### config.mk
export PLATFORM = sky130hd
export DESIGN_NAME = pipe_share_ctrl
export DESIGN_NICKNAME = d
export VERILOG_FILES = /design/src/rtl/pipe_share_ctrl.sv
export SDC_FILE = /design/constraint.sdc
export NUM_CORES = 1
export LEC_CHECK = 0
export CORE_AREA = 2 2 39 41
export CTS_CLUSTER_DIAMETER = 120
export DETAILED_ROUTE_END_ITERATION = 7
export DIE_AREA = 0 0 41 43
export DONT_BUFFER_PORTS = 1
export SLEW_MARGIN = 20
export SYNTH_ARGS = -nofsm -noshare
export SYNTH_HDL_FRONTEND = slang
export SYNTH_SLANG_ARGS = --single-unit
### constraint.sdc
create_clock -name clk -period 3.3 [get_ports clk]
set_input_delay 0.99 -clock clk [delete_from_list [all_inputs] [get_ports clk]]
set_output_delay 0.99 -clock clk [all_outputs]
set_load 0.01 [all_outputs]
### src/rtl/pipe_share_ctrl.sv
// Two-requester front end for the t1/t2/t3 -> ff2 pipeline: round-robin accept,
// hold the vector for the pipeline latency, then return the sampled ff2 tagged with the owner.
module pipe_share_ctrl #(
  parameter int PIPE_LAT = 2
) (
  input  logic       clk,
  input  logic       rst,
  input  logic       req0_valid,
  input  logic [2:0] req0_vec,
  output logic       req0_ready,
  input  logic       req1_valid,
  input  logic [2:0] req1_vec,
  output logic       req1_ready,
  output logic       t1,
  output logic       t2,
  output logic       t3,
  output logic       pipe_rst,
  input  logic       ff2,
  output logic       rsp_valid,
  output logic       rsp_id,
  output logic       rsp_data,
  output logic       busy
);

  generate
    if (PIPE_LAT < 1 || PIPE_LAT > 15) begin : g_bad_lat
      $error("pipe_share_ctrl: PIPE_LAT must lie in 1..15");
    end
  endgenerate

  localparam logic [0:0] S_IDLE = 1'b0;
  localparam logic [0:0] S_RUN  = 1'b1;
  localparam logic [3:0] LAT_C  = 4'(PIPE_LAT);

  logic [0:0] state_q, state_d;
  logic [2:0] vec_q, vec_d;
  logic [3:0] cnt_q, cnt_d;
  logic       owner_q, owner_d;
  logic       last_q, last_d;
  logic       rsp_valid_q, rsp_valid_d;
  logic       rsp_id_q, rsp_id_d;
  logic       rsp_data_q, rsp_data_d;
  logic       gnt0_s, gnt1_s;

  // Arbitration: on a tie the requester that did not win last time is granted.
  always_comb begin
    gnt0_s = 1'b0;
    gnt1_s = 1'b0;
    if (state_q == S_IDLE) begin
      if (req0_valid && req1_valid) begin
        gnt0_s = last_q;
        gnt1_s = ~last_q;
      end else begin
        gnt0_s = req0_valid;
        gnt1_s = req1_valid;
      end
    end else begin
      gnt0_s = 1'b0;
      gnt1_s = 1'b0;
    end
  end

  // Next-state logic for the issue/wait sequencer.
  always_comb begin
    state_d     = state_q;
    vec_d       = vec_q;
    cnt_d       = cnt_q;
    owner_d     = owner_q;
    last_d      = last_q;
    rsp_valid_d = 1'b0;
    rsp_id_d    = rsp_id_q;
    rsp_data_d  = rsp_data_q;
    case (state_q)
      S_IDLE: begin
        if (gnt0_s || gnt1_s) begin
          vec_d   = gnt1_s ? req1_vec : req0_vec;
          owner_d = gnt1_s;
          last_d  = gnt1_s;
          cnt_d   = 4'd0;
          state_d = S_RUN;
        end else begin
          state_d = S_IDLE;
        end
      end
      S_RUN: begin
        if (cnt_q == LAT_C) begin
          rsp_data_d  = ff2;
          rsp_id_d    = owner_q;
          rsp_valid_d = 1'b1;
          vec_d       = 3'b000;
          cnt_d       = 4'd0;
          state_d     = S_IDLE;
        end else begin
          cnt_d = 4'(cnt_q + 4'd1);
        end
      end
      default: begin
        vec_d   = 3'b000;
        cnt_d   = 4'd0;
        state_d = S_IDLE;
      end
    endcase
  end

  // State registers with synchronous reset; reset aborts any transaction in flight.
  always_ff @(posedge clk) begin
    if (rst) begin
      state_q     <= S_IDLE;
      vec_q       <= 3'b000;
      cnt_q       <= 4'd0;
      owner_q     <= 1'b0;
      last_q      <= 1'b1;
      rsp_valid_q <= 1'b0;
      rsp_id_q    <= 1'b0;
      rsp_data_q  <= 1'b0;
    end else begin
      state_q     <= state_d;
      vec_q       <= vec_d;
      cnt_q       <= cnt_d;
      owner_q     <= owner_d;
      last_q      <= last_d;
      rsp_valid_q <= rsp_valid_d;
      rsp_id_q    <= rsp_id_d;
      rsp_data_q  <= rsp_data_d;
    end
  end

  assign req0_ready = gnt0_s;
  assign req1_ready = gnt1_s;
  assign t1         = vec_q[0];
  assign t2         = vec_q[1];
  assign t3         = vec_q[2];
  assign pipe_rst   = rst;
  assign rsp_valid  = rsp_valid_q;
  assign rsp_id     = rsp_id_q;
  assign rsp_data   = rsp_data_q;
  assign busy       = (state_q == S_RUN);

endmodule

Yosys cells after proc, flatten, opt, wreduce, memory -nomap -nowiden
Index checks and enable logic that the tools add are counted.
W data, S select, Z words.
- register bits: 13
- bits of input ports: 11
- output and inout port bits: 10
- word-level logic and storage cells: 35
- add/subtract/negate cells: 1
- equality and inequality tests: 3
- muxes and demuxes: 15
- bitwise gates (word level): 2
- reductions and logical operators: 6
- operators by type and width (cell ; number):
    $mux W3 ; 3
    $mux W4 ; 2
    $pmux W4 S2 ; 1
    $mux W1 ; 7
    $pmux W3 S2 ; 1
    $reduce_and A2 Y1 ; 3
    $add A4 B1 Y4 const B ; 1
    $eq A4 B2 Y1 const B ; 1
    $ne A2 B1 Y1 const B ; 2
    $not A1 Y1 ; 2
    $pmux W1 S2 ; 1
    $reduce_or A2 Y1 ; 1
    $logic_and A1 B1 Y1 ; 1
    $logic_or A1 B1 Y1 ; 1

Depth between registers and ports, before layout
Gate-level depths: netlist (run 1).
- depth in word-level cells: 6
- mapped depth: 5
- gate-level depth less buffers: 5

Worst setup path after synthesis (run 1)
Ideal clock, no wire load.
- path type: input -> output
- start: input req1_valid
- end: output req1_ready
- arrival time: 1.373 ns
- data required time: 2.310 ns
- setup slack: 0.937 ns
- stages: 2
- buffers on the path: 0
- path through: a21boi_2 > and2_1
- longest elaborated chain between the ends: 3
- RTL lines (item ; RTL line ; text):
    start: declaration ; 11 ; input logic req1_valid,
    $logic_and A1 B1 Y1 ; 50 ; if (req0_valid && req1_valid) begin
    $mux W1 (*) ; 50 ;
    $mux W1 (*) ; 49 ; if (state_q == S_IDLE) begin
    end: declaration ; 13 ; output logic req1_ready,
Every way passes the cells marked *; elsewhere a longest branch is shown, timed or not.

Final worst setup path (run 1)
Ends and elaborated chain as after synthesis.

==> out/results.tsv, run 1 <==
metric	value	unit
largest net degree at the start of global routing	18	
GRT overflow	0	
Final ANT Viol Nets	0	
final setup TNS	0	ns
initial antenna violation count	0	
clock root buffer	clkbuf_4	
slowest cell on the critical path	and2_1	
first-pass GRT wire length	1930	um
Placed Area	637	um^2
top cell type's share of synthesized area	40.7	%
TritonCTS buffer count	3	
DP Wirelength	904	um
FF-to-FF setup slack	2.01	ns
Unique masters post-synth	32	
clock latency at the later pin of the worst-skew pair	0.27	ns
Post-Syn Area	639	um^2
Crit path max-delay family	simple AND/OR/NAND/NOR gates	
Synth Instances	67	
CTS Sinks	13	
Starting Density	46.2	%
critical-path cell list	a21boi_2, and2_1	
CP Data Required Time	2.31	ns
fmax	0.412	GHz
Pleak	0.230	nW
Die Y	43	um
die area	0.00176	mm^2
Area Overhead vs Synth	3.72	%
post-synth top area cell	dfxtp_1	
vias in the first global route	497	
FFs w/ async S/R, synth	0	%
clock skew	0.00729	ns
power density over the cells	460	mW/mm^2
CTS tree	built	
# DRC	0	
most common cell after layout, fill and taps aside	dfxtp_1	
Port Buffers	0	
Via Count	485	
synth top area cells	dfxtp_1 41%, a32oi_1 4.1%, o32ai_1 4.1%	
max-cap violation count	0	
Top FF cell, synth	dfxtp_1	
type of element capturing the critical path	primary output	
Worst Path Buf+Inv	0	
Finished Layout Cells	84	
Post-CTS Setup Inserts	0	
pre-CTS WS	0.866	ns
Max VDD drop	0.348	mV
YS warnings	0	
sequential fraction of the synthesis area	40.7	%
Syn Area/Cell	9.54	um^2
syn nets	80	
status	completed	
Boundary Pins	21	
CP max stage delay	0.23	ns
Worst Hold Class	reg2reg	
H-tree depth	1	
setup ws final	0.875	ns
Critical Path Start Type	primary input	
initial drt markers	6	
Clock transition at path regs	0.08	ns
FF+latch count, synth	13	
total routed wirelength	1210	um
post-route design area	663	um^2
final-report hold violation count	0	
ant diodes	0	
worst-margin pin slew	0.482	ns
All-Layer GR Usage	16.5	%
max-slew violations	0	
Nets	82	
die span in x	41	um
total power	0.305	mW
cts repair resizes	0	
unrepaired setup endpoints after global routing	no	
layout cells sized above 1	10.3	%
RePlAce Congestion	0.739	
DR WL/cell	14.3	um
hold-fix buffer count after cts	0	
EDFF count, synth	0	
worst-case clock buffer depth	2	
most frequent cells in the layout	13 x dfxtp_1, 6 x inv_1, 4 x nand2_1, 4 x a21oi_1	
max_slew headroom	67.8	%
crit share post-route	73.5	%
Rows	14	
Cell Count Post-Placement	80	
final setup fails	0	
total core area	0.00138	mm^2
hold slack final	0.475	ns
critical path type	in2out	
Layout Utilization	47.9	%
routed vias/inst	5.77	
crit-path max FO	5	
post-layout min period	2.42	ns
First-pass DRT Iterations	4	
CP arrival	1.43	ns
==> synth_stat cells, drive strengths merged, types with 2 or more instances <==
| cell type | instances |
|---|---|
| o21ai | 2 |
| nand2 | 5 |
| a21oi | 4 |
| o31ai | 2 |
| dfxtp | 13 |
| nand3b | 2 |
| ha | 2 |
| buf | 2 |
| nor3 | 2 |
| o32ai | 3 |
| nand2b | 3 |
| inv | 6 |
| a32oi | 3 |
| nor2 | 3 |
==> registers in the layout, summed over array words and instances (netlist names) <==
signal	cells
cnt_q	4
vec_q	3
busy	1
last_q	1
owner_q	1
rsp_data	1
rsp_id	1
rsp_valid	1
==> final cells by class <==
class	count	area (um^2)
Sequential cell	13	260
Tap cell	16	20.0
Fill cell	147	721
Clock buffer	4	26.3
Multi-Input combinational cell	45	334
Inverter	6	22.5
==> where the power goes <==
part | internal [mW] | switching, mW | total [mW] | leakage [nW]
combinational | 0.0164 | 0.0165 | 0.0329 | 0.109
clock | 0.0468 | 0.0490 | 0.0958 | 0.0150
sequential | 0.165 | 0.0113 | 0.176 | 0.106
total | 0.228 | 0.0768 | 0.305 | 0.230
==> cells by family after synthesis <==
| kind of cell | Yosys count | synth area share, % |
|---|---|---|
| simple gates | 23 | 23.5 |
| compound gates | 20 | 24.9 |
| flops | 13 | 40.7 |
| buf+inv | 9 | 7.04 |
| fa+ha+maj | 2 | 3.91 |
==> routing by layer <==
layer | GRT usage [%] | up-vias | wire length [um]
li1 | - | 246 | -
met1 | 18.8 | 218 | 556
met2 | 24.7 | 19 | 560
met3 | 6.28 | 2 | 72
met4 | 10.0 | 0 | 15
met5 | 0 | - | 0
==> worst paths after layout <==
| check | start | to | depth (start not counted) |
|---|---|---|---|
| worst max-delay path | req1_valid | req1_ready | 2 |
| worst min-delay path | owner_q | rsp_id | 2 |
| worst max register to register | busy | vec_q[1] | 3 |
| worst min register to register | owner_q | rsp_id | 2 |
==> worst min-delay path: cells and delay by family, from the launching register on <==
| family | cells | cell delay [ns] |
|---|---|---|
| AOI/OAI and AO/OA | 1 | 0.05 |
| and+or+nand+nor | 1 | 0.05 |
| DFF | 1 | 0.32 |
(Power assumes the default switching activity.)
==> run 2, diff against run 1 <==
==> constraint.sdc (replaced) <==
create_clock -name clk -period 2.5 [get_ports clk]
set_input_delay 0.75 -clock clk [delete_from_list [all_inputs] [get_ports clk]]
set_output_delay 0.75 -clock clk [all_outputs]
set_load 0.01 [all_outputs]
==> run 2 against run 1 <==
- cell count rose by 1.2%
- hold slack got worse by 0.0065 ns
- global-route usage fell by 1.4 points
- worst setup slack worse by 0.33 ns
- sequential power is 31% higher
- utilization rose by 0.54 points
- count of clock-buffer cells in the layout is the same
- die area did not move
- critical path depth stayed put
- combinational power rose by 47%
- clock skew fell by 0.0057 ns
- highest routed layer is now met3
==> out/results.tsv, run 2 (synthesis gave the netlist of run 1 again) <==
metric	value	unit	change
Largest Register	cnt_q		unchanged
Worst Min Path Start	owner_q		unchanged
clock root buffer	clkbuf_4		unchanged
initial drt markers	8		was 6
Clock transition at path regs	0.08	ns	about the same
hold-fix buffer count after cts	0		unchanged
Hold Path End	rsp_id		unchanged
Rows	14		unchanged
final setup TNS	0	ns	unchanged
ant diodes	0		unchanged
max-slew violations	0		unchanged
die area	0.00176	mm^2	unchanged
number of flip-flops in the largest register	4		unchanged
Critical Path Start Type	primary input		unchanged
CP Data Required Time	1.75	ns	was 2.31 ns
crit share post-route	78.3	%	
FF-to-FF setup slack	1.23	ns	was 2.01 ns
total routed wirelength	1210	um	about the same
CP arrival	1.21	ns	was 1.43 ns
first-pass GRT wire length	1820	um	was 1930 um
most common cell after layout, fill and taps aside	dfxtp_1		unchanged
cts repair resizes	0		unchanged
vias in the first global route	456		was 497
worst hold path cell count	2		unchanged
DR WL/cell	14.2	um	was 14.3 um
max-cap violation count	0		unchanged
worst-case clock buffer depth	2		unchanged
max_slew headroom	79.8	%	was 67.8%
worst-margin pin slew	0.303	ns	was 0.482 ns
CTS Sinks	13		unchanged
DP Wirelength	879	um	was 904 um
power density over the cells	611	mW/mm^2	was 460 mW/mm^2
Stages on worst setup path	2		unchanged
Area Overhead vs Synth	4.89	%	was 3.72%
Die Y	43	um	unchanged
initial antenna violation count	0		unchanged
Worst Hold Class	reg2reg		unchanged
GRT overflow	0		unchanged
die span in x	41	um	unchanged
Top Registers	cnt_q x4, vec_q x3		unchanged
clock latency at the later pin of the worst-skew pair	0.27	ns	about the same
Cell Count Post-Placement	81		was 80
clock skew	0.00155	ns	was 0.00729 ns
most frequent cells in the layout	13 x dfxtp_1, 6 x inv_1, 4 x nand2_1, 4 x a21oi_1		unchanged
Pleak	0.235	nW	was 0.230 nW
fmax	0.511	GHz	
Port Buffers	0		unchanged
# DRC	0		unchanged
Crit path max-delay family	compound AO/OA/AOI/OAI gates		was simple AND/OR/NAND/NOR gates
final setup fails	0		unchanged
total power	0.409	mW	was 0.305 mW
Max VDD drop	0.287	mV	was 0.348 mV
routed vias/inst	5.75		was 5.77
First-pass DRT Iterations	4		unchanged
Worst Path Buf+Inv	0		unchanged
Nets	83		was 82
largest net degree at the start of global routing	18		unchanged
All-Layer GR Usage	15.1	%	was 16.5%
total core area	0.00138	mm^2	unchanged
CTS tree	built		unchanged
Starting Density	46.2	%	unchanged
reg2reg start	cnt_q[0]		was busy
slowest cell on the critical path	a21boi_2		was and2_1
R2R depth	5		was 3
unrepaired setup endpoints after global routing	no		unchanged
crit-path max FO	5		unchanged
critical-path cell list	a21boi_2, and2_1		unchanged
RePlAce Congestion	0.735		was 0.739
CP max stage delay	0.23	ns	about the same
status	completed		unchanged
Via Count	489		was 485
final-report hold violation count	0		unchanged
H-tree depth	1		unchanged
# fillers	141		was 147
R2R Path End	vec_q[0]		was vec_q[1]
TritonCTS buffer count	3		unchanged
critical path type	in2out		unchanged
layout cells sized above 1	11.6	%	was 10.3%
post-layout min period	1.96	ns	
type of element capturing the critical path	primary output		unchanged
Boundary Pins	21		unchanged
Finished Layout Cells	85		was 84
Final ANT Viol Nets	0		unchanged
Post-CTS Setup Inserts	0		unchanged
run 2: cell types whose count changed in the layout (fill, tap and decap cells not counted):
cell | previous run | this run
buf_4 | 0 | 1
run 2: layout make-up:
cell class              instances  area (um^2)  share of cell area, %
inverters                       6         22.5                   3.36
multi-input cells              45          334                   49.8
well taps                      16         20.0                   2.99
repair buffers                  1         7.51                   1.12
flip-flops and latches         13          260                   38.8
clock buffers                   4         26.3                   3.92
run 2: stage by stage:
step	cell area [um^2]	setup slack [ns]	util, %	hold WS [ns]
floorplan	639	0.617	-	0.432
global placement	644	0.557	46.6	0.460
detailed placement	644	0.542	46.6	0.462
CTS	671	0.546	48.5	0.476
global route	671	0.504	48.5	0.489
finish	671	0.544	48.5	0.468
run 2: worst max-delay path by stage:
stage                     from          to  slack [ns]
CTS                 req1_valid  req1_ready        0.55
global placement    req1_valid  req1_ready        0.56
detailed placement  req1_valid  req1_ready        0.54
finish              req1_valid  req1_ready        0.54
floorplan           req1_valid  req1_ready        0.62
global route              busy  req0_ready        0.50
run 2: routing by layer:
metal	vias to the layer above	GRT usage, %	routed length (um)	part of all wire, %
met1	228	19.2	601	50
met4	0	6.00	0	0
met5	-	0	0	0
met3	0	4.71	46	3.8
met2	12	22.8	560	46
li1	249	-	-	-
run 2: worst register-to-register path: cells and delay by family, from the launching register on:
family	cells	cell delay, ns
flops	1	0.40
compound gates	1	0.21
buf+inv	1	0.06
fa+ha+maj	1	0.22
simple gates	2	0.30
run 2: report_power, final:
group	leakage (nW)	internal (mW)	switching, mW
clock network	0.0150	0.0617	0.0690
logic	0.114	0.0235	0.0249
registers	0.106	0.218	0.0125
==> run 3, diff against run 2 <==
--- a/config.mk
+++ b/config.mk
@@ -10,6 +10,7 @@
 export DETAILED_ROUTE_END_ITERATION = 7
 export DIE_AREA = 0 0 41 43
 export DONT_BUFFER_PORTS = 1
+export PLACE_DENSITY = 0.65
 export SLEW_MARGIN = 20
 export SYNTH_ARGS = -nofsm -noshare
 export SYNTH_HDL_FRONTEND = slang
==> constraint.sdc (replaced) <==
create_clock -name clk -period 1.75 [get_ports clk]
set_input_delay 0.525 -clock clk [delete_from_list [all_inputs] [get_ports clk]]
set_output_delay 0.525 -clock clk [all_outputs]
set_load 0.01 [all_outputs]
==> run 3 against run 2 <==
- cell area did not move
- combinational power increased by 47%
- largest power group unchanged
- first-iteration DRC count down 63%
- power up 41%
- global-route usage is 1.8 points higher
- count of clock-buffer cells in the layout stayed put
- sequential share of layout area did not move
- worst setup slack worse by 0.39 ns
- die area unchanged
- cell count stayed put
- critical endpoint unchanged
- via count increased by 1.2%
- register-to-register slack worse by 0.75 ns
==> out/results.tsv, run 3 (synthesis gave the netlist of run 1 again) <==
metric	value	unit	change
status	completed		unchanged
clock root buffer	clkbuf_4		unchanged
max-slew violations	0		unchanged
Port Buffers	0		unchanged
pre-CTS WS	0.238	ns	was 0.542 ns
R2R Path End	vec_q[0]		unchanged
Die Y	43	um	unchanged
total core area	0.00138	mm^2	unchanged
max_slew headroom	79.7	%	was 79.8%
vias in the first global route	495		was 456
Area Overhead vs Synth	4.89	%	unchanged
cts repair resizes	0		unchanged
power density over the cells	864	mW/mm^2	was 611 mW/mm^2
R2R depth	5		unchanged
crit share post-route	91.0	%	
First-pass DRT Iterations	4		unchanged
CP max stage delay	0.33	ns	was 0.23 ns
worst-case clock buffer depth	2		unchanged
Largest Register	cnt_q		unchanged
DP Wirelength	893	um	was 879 um
crit-path max FO	5		unchanged
Boundary Pins	21		unchanged
RePlAce Congestion	0.773		was 0.735
clock skew	0.00321	ns	was 0.00155 ns
final-report hold violation count	0		unchanged
worst-margin pin slew	0.303	ns	about the same
final setup fails	0		unchanged
H-tree depth	1		unchanged
Hold Path End	busy		was rsp_id
# DRC	0		unchanged
slowest cell on the critical path	dfxtp_1		was a21boi_2
FF-to-FF setup slack	0.48	ns	was 1.23 ns
unrepaired setup endpoints after global routing	no		unchanged
die area	0.00176	mm^2	unchanged
layout cells sized above 1	11.6	%	unchanged
CTS Sinks	13		unchanged
Rows	14		unchanged
Critical Path Start Type	flip-flop		was primary input
Critical Path Source	last_q		was req1_valid
type of element capturing the critical path	primary output		unchanged
Worst Min Path Start	rst		was owner_q
worst hold path cell count	1		was 2
Top Registers	cnt_q x4, vec_q x3		unchanged
reg2reg start	cnt_q[0]		unchanged
fmax	0.628	GHz	
final setup TNS	0	ns	unchanged
Via Count	495		was 489
Starting Density	46.2	%	unchanged
first-pass GRT wire length	1990	um	was 1820 um
TritonCTS buffer count	3		unchanged
number of flip-flops in the largest register	4		unchanged
Max VDD drop	0.487	mV	was 0.287 mV
CTS tree	built		unchanged
Final ANT Viol Nets	0		unchanged
die span in x	41	um	unchanged
Clock transition at path regs	0.08	ns	about the same
CP Data Required Time	1.22	ns	was 1.75 ns
total routed wirelength	1200	um	was 1210 um
setup ws final	0.157	ns	was 0.544 ns
ant diodes	0		unchanged
max-cap violation count	0		unchanged
GRT overflow	0		unchanged
initial drt markers	3		was 8
critical-path cell list	a21boi_2, and2_1		unchanged
hold-fix buffer count after cts	0		unchanged
Worst Hold Class	in2reg		was reg2reg
largest net degree at the start of global routing	18		unchanged
DR WL/cell	14.1	um	was 14.2 um
most common cell after layout, fill and taps aside	dfxtp_1		unchanged
All-Layer GR Usage	17.0	%	was 15.1%
CP arrival	1.07	ns	was 1.21 ns
Post-CTS Setup Inserts	0		unchanged
routed vias/inst	5.82		was 5.75
critical path type	reg2out		was in2out
Nets	83		unchanged
initial antenna violation count	0		unchanged
post-layout min period	1.59	ns	
Pleak	0.235	nW	unchanged
most frequent cells in the layout	13 x dfxtp_1, 6 x inv_1, 4 x nand2_1, 4 x a21oi_1		unchanged
clock latency at the later pin of the worst-skew pair	0.27	ns	about the same
## run 3: cell counts in the layout (fill, tap and decap cells not counted)
Identical to the previous run, type by type.
## run 3: layout make-up
cell class                      instances  area (um^2)
Multi-Input combinational cell         45          334
Tap cell                               16         20.0
Clock buffer                            4         26.3
Inverter                                6         22.5
Fill cell                             145          713
Sequential cell                        13          260
Timing Repair Buffer                    1         7.51
## run 3: metrics by stage
stage	cell area [um^2]	utilization (%)	hold slack [ns]	power, mW	cells
after floorplan	639	-	0.432	0.399	67
after global placement	644	46.6	0.452	0.404	81
after detailed placement	644	46.6	0.455	0.406	81
after CTS	671	48.5	0.301	0.590	85
after global routing	671	48.5	0.295	0.612	85
final	671	48.5	0.310	0.579	85
## run 3: worst max-delay path by stage
stage	to	depth (start not counted)	slack, ns
final	req1_ready	2	0.16
after global routing	req1_ready	2	0.09
after CTS	req0_ready	2	0.15
after detailed placement	req1_ready	2	0.24
after global placement	req1_ready	2	0.26
after floorplan	req1_ready	2	0.32
## run 3: critical path: cells and delay by family, from the launching register on
| family | cells | cell delay (ns) |
|---|---|---|
| simple gates | 1 | 0.23 |
| flops | 1 | 0.33 |
| compound gates | 1 | 0.24 |
## run 3: power by group
group | internal, mW | switching, mW | leakage [nW]
Combinational | 0.0337 | 0.0375 | 0.114
Clock | 0.0883 | 0.0935 | 0.0150
Sequential | 0.311 | 0.0149 | 0.106
Total | 0.433 | 0.146 | 0.235
## run 3: metal layers
| layer | up-vias | track usage, % | routed length, um |
|---|---|---|---|
| met2 | 15 | 26.3 | 619 |
| met1 | 231 | 19.6 | 494 |
| met5 | - | 0 | 0 |
| li1 | 247 | - | - |
| met3 | 2 | 7.85 | 76 |
| met4 | 0 | 6.00 | 11 |
